**src/rtl/lsu_pkg.sv**
```systemverilog
// Shared types and helpers for the load/store unit.
// Size encodings, FSM states, address alignment helpers.
package lsu_pkg;

  localparam logic [1:0] SZ_BYTE = 2'b00;
  localparam logic [1:0] SZ_HALF = 2'b01;
  localparam logic [1:0] SZ_WORD = 2'b10;

  typedef enum logic [2:0] {
    S_IDLE   = 3'd0,
    S_LOAD   = 3'd1,
    S_STORE  = 3'd2,
    S_RMW_RD = 3'd3,
    S_RMW_WR = 3'd4,
    S_FAULT  = 3'd5
  } state_t;

  // Widest supported address; callers cast in and out.
  function automatic logic [63:0] align_addr(
    input logic [63:0] a,
    input logic [1:0]  size
  );
    logic [63:0] r;
    r = a;
    unique case (size)
      SZ_BYTE: r = a;
      SZ_HALF: r[0] = 1'b0;
      default: r[1:0] = 2'b00;
    endcase
    return r;
  endfunction

  function automatic logic misaligned(
    input logic [1:0] size,
    input logic [1:0] a
  );
    unique case (size)
      SZ_BYTE: return 1'b0;
      SZ_HALF: return a[0];
      SZ_WORD: return a != 2'b00;
      default: return 1'b1;
    endcase
  endfunction

endpackage

```
**src/rtl/load_store_unit_lane_mux.sv**
```systemverilog
// Load lane extraction/extension and store lane merge.
// Purely combinational; word/size decode shared by both paths.
module lsu_lane_mux
  import lsu_pkg::*;
(
  input  logic [31:0] word,
  input  logic [1:0]  lane,
  input  logic [1:0]  size,
  input  logic        sgn,
  input  logic [15:0] wdata,
  output logic [31:0] rdata,
  output logic [31:0] merged
);

  logic [7:0]  b;
  logic [15:0] h;

  always_comb begin
    b      = word[{lane, 3'b000} +: 8];
    h      = lane[1] ? word[31:16] : word[15:0];
    rdata  = word;
    merged = word;
    unique case (size)
      SZ_BYTE: begin
        rdata = {{24{sgn & b[7]}}, b};
        merged[{lane, 3'b000} +: 8] = wdata[7:0];
      end
      SZ_HALF: begin
        rdata = {{16{sgn & h[15]}}, h};
        if (lane[1]) merged[31:16] = wdata;
        else         merged[15:0]  = wdata;
      end
      default: ;
    endcase
  end

endmodule

```
**src/rtl/load_store_unit.sv**
```systemverilog
// Load/store unit: byte/half/word access over a word-only memory.
// Define LSU_ALIGN_FAULT_EN to fault misaligned/illegal requests.
module load_store_unit
  import lsu_pkg::*;
#(
  parameter int ADDR_W = 32
) (
  input  logic              clk,
  input  logic              rst,
  input  logic              req_valid,
  output logic              req_ready,
  input  logic              req_write,
  input  logic [1:0]        req_size,
  input  logic              req_signed,
  input  logic [ADDR_W-1:0] req_addr,
  input  logic [31:0]       req_wdata,
  output logic              resp_valid,
  output logic [31:0]       resp_rdata,
  output logic              resp_fault,
  output logic              mem_read_en,
  output logic              mem_write_en,
  output logic [ADDR_W-1:0] mem_addr,
  output logic [31:0]       mem_wdata,
  input  logic [31:0]       mem_rdata
);

  state_t            state;
  logic [1:0]        size_q;
  logic [1:0]        lane_q;
  logic              sgn_q;
  logic [15:0]       wdata_q;
  logic              accept;
  logic              bad_req;
  logic [1:0]        eff_size;
  logic [ADDR_W-1:0] eff_addr;
  logic [ADDR_W-1:0] word_addr;
  logic [31:0]       ld_data;
  logic [31:0]       st_data;

  assign req_ready = (state == S_IDLE);
  assign accept    = req_valid && req_ready;

`ifdef LSU_ALIGN_FAULT_EN
  assign eff_size = req_size;
  assign eff_addr = req_addr;
  assign bad_req  = misaligned(req_size, req_addr[1:0]);
`else
  // Truncate instead of faulting; illegal size behaves as word.
  assign eff_size = (req_size == 2'b11) ? SZ_WORD : req_size;
  assign eff_addr = ADDR_W'(align_addr(64'(req_addr), eff_size));
  assign bad_req  = 1'b0;
  assign resp_fault = 1'b0;
`endif

  assign word_addr = ADDR_W'(align_addr(64'(eff_addr), SZ_WORD));

  // Reset gates enables so an interrupted RMW never writes.
  assign mem_read_en  = !rst &&
    (state == S_LOAD || state == S_RMW_RD);
  assign mem_write_en = !rst &&
    (state == S_STORE || state == S_RMW_WR);

  lsu_lane_mux u_lane_mux (
    .word   (mem_rdata),
    .lane   (lane_q),
    .size   (size_q),
    .sgn    (sgn_q),
    .wdata  (wdata_q),
    .rdata  (ld_data),
    .merged (st_data)
  );

  always_ff @(posedge clk) begin
    if (rst) begin
      state      <= S_IDLE;
      resp_valid <= 1'b0;
      resp_rdata <= '0;
      mem_addr   <= '0;
      mem_wdata  <= '0;
      size_q     <= SZ_BYTE;
      lane_q     <= 2'b00;
      sgn_q      <= 1'b0;
      wdata_q    <= '0;
`ifdef LSU_ALIGN_FAULT_EN
      resp_fault <= 1'b0;
`endif
    end else begin
      resp_valid <= 1'b0;
`ifdef LSU_ALIGN_FAULT_EN
      resp_fault <= 1'b0;
`endif
      unique case (state)
        S_IDLE: begin
          if (accept) begin
            size_q  <= eff_size;
            lane_q  <= eff_addr[1:0];
            sgn_q   <= req_signed;
            wdata_q <= req_wdata[15:0];
            if (bad_req) begin
              state <= S_FAULT;
            end else begin
              mem_addr <= word_addr;
              if (!req_write) begin
                state <= S_LOAD;
              end else if (eff_size == SZ_WORD) begin
                mem_wdata <= req_wdata;
                state     <= S_STORE;
              end else begin
                state <= S_RMW_RD;
              end
            end
          end
        end
        S_LOAD: begin
          resp_valid <= 1'b1;
          resp_rdata <= ld_data;
          state      <= S_IDLE;
        end
        S_STORE: begin
          resp_valid <= 1'b1;
          resp_rdata <= '0;
          state      <= S_IDLE;
        end
        S_RMW_RD: begin
          mem_wdata <= st_data;
          state     <= S_RMW_WR;
        end
        S_RMW_WR: begin
          resp_valid <= 1'b1;
          resp_rdata <= '0;
          state      <= S_IDLE;
        end
`ifdef LSU_ALIGN_FAULT_EN
        S_FAULT: begin
          resp_valid <= 1'b1;
          resp_fault <= 1'b1;
          resp_rdata <= '0;
          state      <= S_IDLE;
        end
`endif
        default: state <= S_IDLE;
      endcase
    end
  end

endmodule

```
**config.mk**
```make
export PLATFORM = sky130hd
export DESIGN_NAME = load_store_unit
export DESIGN_NICKNAME = d
export VERILOG_FILES = /design/src/rtl/lsu_pkg.sv /design/src/rtl/load_store_unit_lane_mux.sv /design/src/rtl/load_store_unit.sv
export SDC_FILE = /design/constraint.sdc
export NUM_CORES = 1
export LEC_CHECK = 0
export CAP_MARGIN = 30
export CELL_PAD_IN_SITES_DETAIL_PLACEMENT = 1
export CELL_PAD_IN_SITES_GLOBAL_PLACEMENT = 1
export CORE_ASPECT_RATIO = 1.2
export CORE_MARGIN = 10
export CORE_UTILIZATION = 29
export CTS_BUF_LIST = sky130_fd_sc_hd__clkbuf_16
export DETAILED_ROUTE_END_ITERATION = 12
export GPL_TIMING_DRIVEN = 1
export PLACE_DENSITY_LB_ADDON = 0.1
export SETUP_SLACK_MARGIN = 0.4
export SLEW_MARGIN = 20
export SYNTH_ARGS = -nofsm -noshare
export SYNTH_HDL_FRONTEND = slang
export SYNTH_SLANG_ARGS = --single-unit
```
**constraint.sdc**
```tcl
create_clock -name clk -period 2.3 [get_ports clk]
set_input_delay 0.46 -clock clk [delete_from_list [all_inputs] [get_ports clk]]
set_output_delay 0.46 -clock clk [all_outputs]
set_load 0.05 [all_outputs]
```
==> results.sh, run 1 <==
export IMPL_synth_async_reset_ratio_pct=0
export IMPL_max_slew_margin_rel_pct=63.7
export IMPL_grt_usage_pct=19.5
export IMPL_reg2reg_from="lane_q[1]"
export IMPL_muxShareOfSynthArea_pct=5.47
export IMPL_worst_setup_path_type="flop to flop"
export IMPL_fmax_mhz=527
export IMPL_fillers=2294
export IMPL_maxCapViolCount=0
export IMPL_worst_ep_required_time_ns=2.64
export IMPL_dieArea_um2=25700
export IMPL_yosys_warnings=0
export IMPL_syn_avg_cell_area_um2=8.63
export IMPL_drc=0
export IMPL_tritoncts="yes"
export IMPL_critPathArrivalTime_ns=2.23
export IMPL_hold_depth=2
export IMPL_status="completed"
export IMPL_layout_commonest_cell="nand2_1"
export IMPL_rows=56
export IMPL_synthAdderAreaFrac_pct=1.09
export IMPL_dr_pass1_iters=5
export IMPL_drt_total_wl_um=25800
export IMPL_clk_latency_ns=0.42
export IMPL_holdCritStartpoint="mem_addr[7]"
export IMPL_layout_area_overhead_vs_synth_pct=54.5
export IMPL_grt_pass1_vias=6557
export IMPL_grt_pass1_wl_um=39500
export IMPL_yosys_area_share_simple_pct=18.4
export IMPL_synth_edff_count=0
export IMPL_yosysSeqAreaShare_pct=41.7
export IMPL_io_pins=204
export IMPL_grt_max_degree=83
export IMPL_crit_path_start_kind="flop"
export IMPL_power_density_nw_per_um2=680
export IMPL_r2r_slack_ns=0.40
export IMPL_routabilityCongestion=0.870
export IMPL_holdCritPathClass="flop to flop"
export IMPL_post_route_period_util_pct=82.5
export IMPL_dp_hpwl_um=19700
export IMPL_end_kind="flop"
export IMPL_hold_ws_ns=0.453
export IMPL_tightest_slew_ns=0.547
export IMPL_setup_slack_ns=0.402
export IMPL_via_per_inst=5.38
export IMPL_synth_top_area_share_pct=41.7
export IMPL_antenna_cells=0
export IMPL_layout_common_cells="nand2_1, dfxtp_1, clkdlybuf4s50_1, dlygate4sd2_1, a21oi_1"
export IMPL_synth_cell_types=54
export IMPL_cts_max_level=4
export IMPL_portBuffers=200
export IMPL_synthTopCellsByArea="dfxtp_1, nand2_1, a21oi_1, a221o_1, mux4_2"
export IMPL_min_to="mem_addr[7]"
export IMPL_p_leak_uw=0.00365
export IMPL_wl_per_cell_um=22.7
export IMPL_first_iter_violations=403
export IMPL_cts_root_buf="clkbuf_16"
export IMPL_core_um2=19500
export IMPL_hold_viol_final=0
export IMPL_clockBufferDepth=2
export IMPL_synth_flop_cell="dfxtp_1"
export IMPL_synth_compound_gate_area_share_pct=26.7
export IMPL_reg2reg_depth=7
export IMPL_grt_overflow=0
export IMPL_numCtsBuffers=17
export IMPL_crit_fanout=7
export IMPL_synth_top_family_by_area="compound AO/OA/AOI/OAI gates"
export IMPL_drive_above_1_share_pct=17.0
export IMPL_synthXorXnorAreaFrac_pct=0.306
export IMPL_die_y_um=174
export IMPL_antenna_found_initial=0
export IMPL_postRouteAntennaNets=0
export IMPL_vias=6125
export IMPL_nets=973
export IMPL_ys_ff_latch=119
export IMPL_setup_viol=0
export IMPL_synthesis_area_um2=5720
export IMPL_ir_drop_v=0.000502
export IMPL_fp_dieW_um=148
export IMPL_netlist_instances=662
export IMPL_clock_sinks=119
export IMPL_floorplan_initialDensity_pct=29.3
export IMPL_clock_skew_final_ns=0.00780
export IMPL_yosys_area_top_type="dfxtp_1"
export IMPL_rr_endpoint="mem_wdata[3]"
export IMPL_post_place_ws_ns=-0.0554
export IMPL_period_needed_ns=1.90
export IMPL_clk_pin_slew_ns=0.06
export IMPL_final_max_slew_violation_count=0
export IMPL_rsz0062_at_grt="true"
## state kept, by name (all words and copies together) (netlist names)
signal and count:
resp_valid 1, lane_q 2, mem_addr 30, state 3, resp_rdata 32, size_q 2
mem_wdata 32, wdata_q 16, sgn_q 1
## cell usage after synthesis, types with 5 or more instances
master,number
clkbuf_1,33
nand2_1,126
inv_1,14
dfxtp_1,119
a32oi_1,12
buf_4,5
and3_1,5
a211oi_1,10
a221o_1,31
nor2_1,25
mux4_2,8
a31oi_1,11
nor4_1,7
a31o_2,6
o2bb2ai_1,18
o211ai_1,7
o22ai_1,9
nand2b_1,5
o21ai_0,17
buf_1,5
a21o_1,9
ha_1,5
nor3_1,21
a221oi_1,8
mux2_2,10
a21oi_1,66
buf_2,18
nand3_1,11
## layer usage
layer / up-vias / track usage (%) / share of wire, %
met5: - / 0 / 0
met4: 0 / 8.64 / 3.3
met3: 41 / 6.40 / 7.5
met2: 243 / 32.4 / 48
met1: 2996 / 22.3 / 41
li1: 2845 / - / -
## where the power goes
part | total, uW | switching, uW | internal [uW]
clock network | 2500 | 945 | 1560
registers | 2260 | 92.5 | 2170
logic | 1250 | 775 | 473
total | 6010 | 1810 | 4190
## area by class of cell
type	instances	area, um2	area share (%)
Multi-Input combinational cell	467	3180	36.1
Clock inverter	14	120	1.36
Inverter	14	60.1	0.680
Tap cell	261	327	3.70
Sequential cell	119	2400	27.2
Clock buffer	17	425	4.82
Timing Repair Buffer	246	2310	26.2
## metrics by stage
step | utilization [%] | instance area [um2] | power [uW] | cells | TNS (ns)
CTS | 44.3 | 8630 | 6040 | 1133 | 0
detailed placement | 41.8 | 8140 | 3570 | 1098 | -0.713
floorplan | - | 5800 | 2990 | 664 | 0
finish | 45.3 | 8830 | 6010 | 1138 | 0
global route | 45.3 | 8830 | 6250 | 1138 | 0
global placement | 41.8 | 8140 | 3540 | 1098 | 0
## how the worst max path moves through the flow
stage,from,endpoint,slack (ns),cells after the start
2_1_floorplan,rst,mem_write_en,0.29,3
3_3_place_gp,mem_rdata[23],resp_rdata[21],0.05,5
3_5_place_dp,mem_rdata[23],resp_rdata[29],-0.06,5
4_1_cts,size_q[1],mem_wdata[17],0.18,4
5_1_grt,lane_q[1],mem_wdata[1],0.31,7
6_report,lane_q[1],mem_wdata[3],0.40,7
## kinds of logic (layout without fill, tap and decap cells)
kind of cell               Yosys count  count (layout)
AOI/OAI and AO/OA                  214             214
buffers and inverters               79             291
muxes                               20              20
DFF                                119             119
and+or+nand+nor                    222             223
adders and majority gates            5               5
other                                1               3
xor gates and xnor gates             2               2
## critical path, cell delays in order, from the launching register on
cell      delay, ns
dfxtp_4        0.38
clkinv_4       0.07
ha_4           0.23
or4b_4         0.52
a211oi_4       0.22
buf_6          0.17
nand2_1        0.07
a32oi_1        0.16
## what timing repair did
| action | CTS | global route |
|---|---|---|
| gates cloned | 1 | 0 |
| setup buffers | 3 | 5 |
| hold buffers | 0 | 0 |
| setup endpoints to repair | 179 | 53 |
| pin swaps | 3 | 13 |
| gates resized for setup | 105 | 38 |
(Power assumes the default switching activity.)
==> run 2, diff against run 1 <==
clock period = 1.8 ns   (was 2.3 ns; I/O delays follow)
==> run 2 against run 1 <==
  * The run now ends with negative setup slack left
  * Total power is 43% higher
  * Worst setup slack got worse by 0.49 ns
  * Register-to-register slack lost 0.49 ns
  * Count of clock-buffer cells in the layout unchanged
  * Die area stayed put
  * Maximum frequency up 0.40%
  * Critical path type unchanged
  * Highest routed layer unchanged
==> results.sh, run 2 (synthesis results as in run 1) <==
export IMPL_crit_fanout=7
export IMPL_final_max_slew_violation_count=0
export IMPL_cts_root_buf="clkbuf_16"
export IMPL_critPathArrivalTime_ns=2.17
export IMPL_drc=0
export IMPL_setup_viol=27
export IMPL_status="complete, but fails checks"
export IMPL_reg2reg_depth=8
export IMPL_max_slew_margin_rel_pct=64.2
export IMPL_hold_viol_final=0
export IMPL_dp_cells=1137
export IMPL_core_um2=19500
export IMPL_dp_hpwl_um=20100
export IMPL_nets=1043
export IMPL_hold_ws_ns=0.457
export IMPL_stdcell_count=1209
export IMPL_slowest_stage="or4b_4"
export IMPL_grt_usage_pct=21.9
export IMPL_drt_total_wl_um=29300
export IMPL_worst_setup_path_type="flop to flop"
export IMPL_grt_max_degree=38
export IMPL_worst_ep_required_time_ns=2.08
export IMPL_holdCritPathClass="flop to flop"
export IMPL_ir_drop_v=0.000670
export IMPL_seq_area_um2=2420
export IMPL_grt_pass1_wl_um=43800
export IMPL_antenna_cells=0
export IMPL_floorplan_initialDensity_pct=29.3
export IMPL_maxCapViolCount=0
export IMPL_portBuffers=200
export IMPL_end_kind="flop"
export IMPL_numCtsBuffers=17
export IMPL_min_to="mem_addr[31]"
export IMPL_largest_registers="mem_wdata (32), resp_rdata (32), mem_addr (30)"
export IMPL_tightest_slew_ns=0.535
export IMPL_power_density_nw_per_um2=805
export IMPL_post_place_ws_ns=-0.551
export IMPL_finish_utilization_pct=54.7
export IMPL_fp_dieW_um=148
export IMPL_post_route_period_util_pct=105
export IMPL_fin_area_um2=10700
export IMPL_hold_depth=2
export IMPL_grt_overflow=0
export IMPL_crit_path_start_kind="flop"
export IMPL_worstPathCellList="buf_6, or4b_4, buf_6, buf_12, buf_12, buf_16, nand2_2, a21oi_2"
export IMPL_vias=6521
export IMPL_io_pins=204
export IMPL_rows=56
export IMPL_routabilityCongestion=0.867
export IMPL_die_y_um=174
export IMPL_multi_input_area_um2=3940
export IMPL_rsz0062_at_grt="true"
export IMPL_r2r_slack_ns=-0.09
export IMPL_clockBufferDepth=2
export IMPL_reg2reg_from="state[0]"
export IMPL_clock_skew_final_ns=0.0113
export IMPL_clk_latency_ns=0.42
export IMPL_tritoncts="yes"
export IMPL_cts_max_level=4
export IMPL_layout_area_overhead_vs_synth_pct=86.4
export IMPL_fillers=2123
export IMPL_p_leak_uw=0.00433
export IMPL_layout_commonest_cell="buf_4"
export IMPL_layout_common_cells="buf_4, dfxtp_1, clkdlybuf4s50_1, nand2_1, buf_6"
export IMPL_dpl_cell_area_um2=8340
export IMPL_dr_pass1_iters=4
export IMPL_rr_endpoint="wdata_q[11]"
export IMPL_drive_above_1_share_pct=49.3
export IMPL_fmax_mhz=529
export IMPL_period_needed_ns=1.89
export IMPL_slowest_delay_ns=0.58
export IMPL_postRouteAntennaNets=0
export IMPL_violations="negative setup slack"
export IMPL_dieArea_um2=25700
export IMPL_holdCritStartpoint="mem_addr[31]"
export IMPL_setup_slack_ns=-0.0908
export IMPL_via_per_inst=5.39
export IMPL_antenna_found_initial=0
export IMPL_clock_sinks=119
export IMPL_clk_pin_slew_ns=0.06
export IMPL_wl_per_cell_um=24.3
export IMPL_holdBufCountCts=0
export IMPL_grt_pass1_vias=7152
export IMPL_first_iter_violations=309
[run 2: changes by cell type in the layout (fill, tap and decap cells not counted), moves of 7 or more]
cell / previous run / this run
a211oi_2: 1 / 9
buf_16: 0 / 9
buf_4: 37 / 124
a21oi_2: 2 / 51
a21oi_1: 64 / 15
nand2_4: 1 / 46
dlygate4sd2_1: 96 / 0
a211oi_1: 8 / 0
dfxtp_1: 112 / 104
buf_6: 5 / 56
nand2_2: 1 / 21
buf_12: 5 / 22
dfxtp_2: 2 / 9
nand2_1: 124 / 59
[run 2: how the worst max path moves through the flow]
stage	slack [ns]	startpoint	to	cells past startpoint
final	-0.09	state[0]	wdata_q[11]	8
after global routing	-0.14	lane_q[1]	mem_wdata[11]	9
after CTS	-0.04	lane_q[0]	mem_wdata[3]	7
after detailed placement	-0.55	mem_rdata[15]	resp_rdata[27]	5
after global placement	-0.42	mem_rdata[15]	resp_rdata[19]	5
after floorplan	-0.16	state[2]	resp_rdata[21]	7
[run 2: through the flow]
step                power [uW]  setup TNS (ns)
finish                    8580           -1.08
global route              8890           -3.37
CTS                       8490          -0.375
detailed placement        4620          -33.31
global placement          4580          -27.61
floorplan                 3850           -2.12
[run 2: power by group]
part / internal, uW / switching (uW) / leakage, uW
registers: 2770 / 156 / 0.000979
logic: 991 / 1220 / 0.00306
clock network: 2150 / 1290 / 0.000285
total: 5910 / 2670 / 0.00433
[run 2: worst max-delay path, delay by kind of cell (launching register included)]
kind | cells | cell delay, ns
AND/OR/NAND/NOR | 2 | 0.65
flip-flops | 1 | 0.34
buffers and inverters | 5 | 0.69
AO/OA/AOI/OAI | 1 | 0.05
[run 2: final cells by class]
cell class,count,area share (%)
multi-input combinational,466,37.0
timing repair buffer,317,31.1
sequential,119,22.7
clock buffer,17,3.99
tap,261,3.07
clock inverter,15,1.51
inverter,14,0.634
[run 2: layer usage]
| metal | wire [um] | global-route usage [%] | up-vias | share of wire [%] |
|---|---|---|---|---|
| met5 | 0 | 0 | - | 0 |
| met4 | 553 | 7.15 | 0 | 1.9 |
| met1 | 12100 | 24.8 | 3299 | 41 |
| met3 | 1450 | 6.24 | 30 | 5.0 |
| met2 | 15300 | 38.4 | 194 | 52 |
| li1 | - | - | 2998 | - |
[run 2: repair_timing]
| action | 4_1_cts | 5_1_grt |
|---|---|---|
| endpoints found under the setup margin | 122 | 142 |
| resized for setup | 223 | 103 |
| buffers inserted | 23 | 7 |
| pin swaps | 109 | 39 |
| cloned | 10 | 0 |
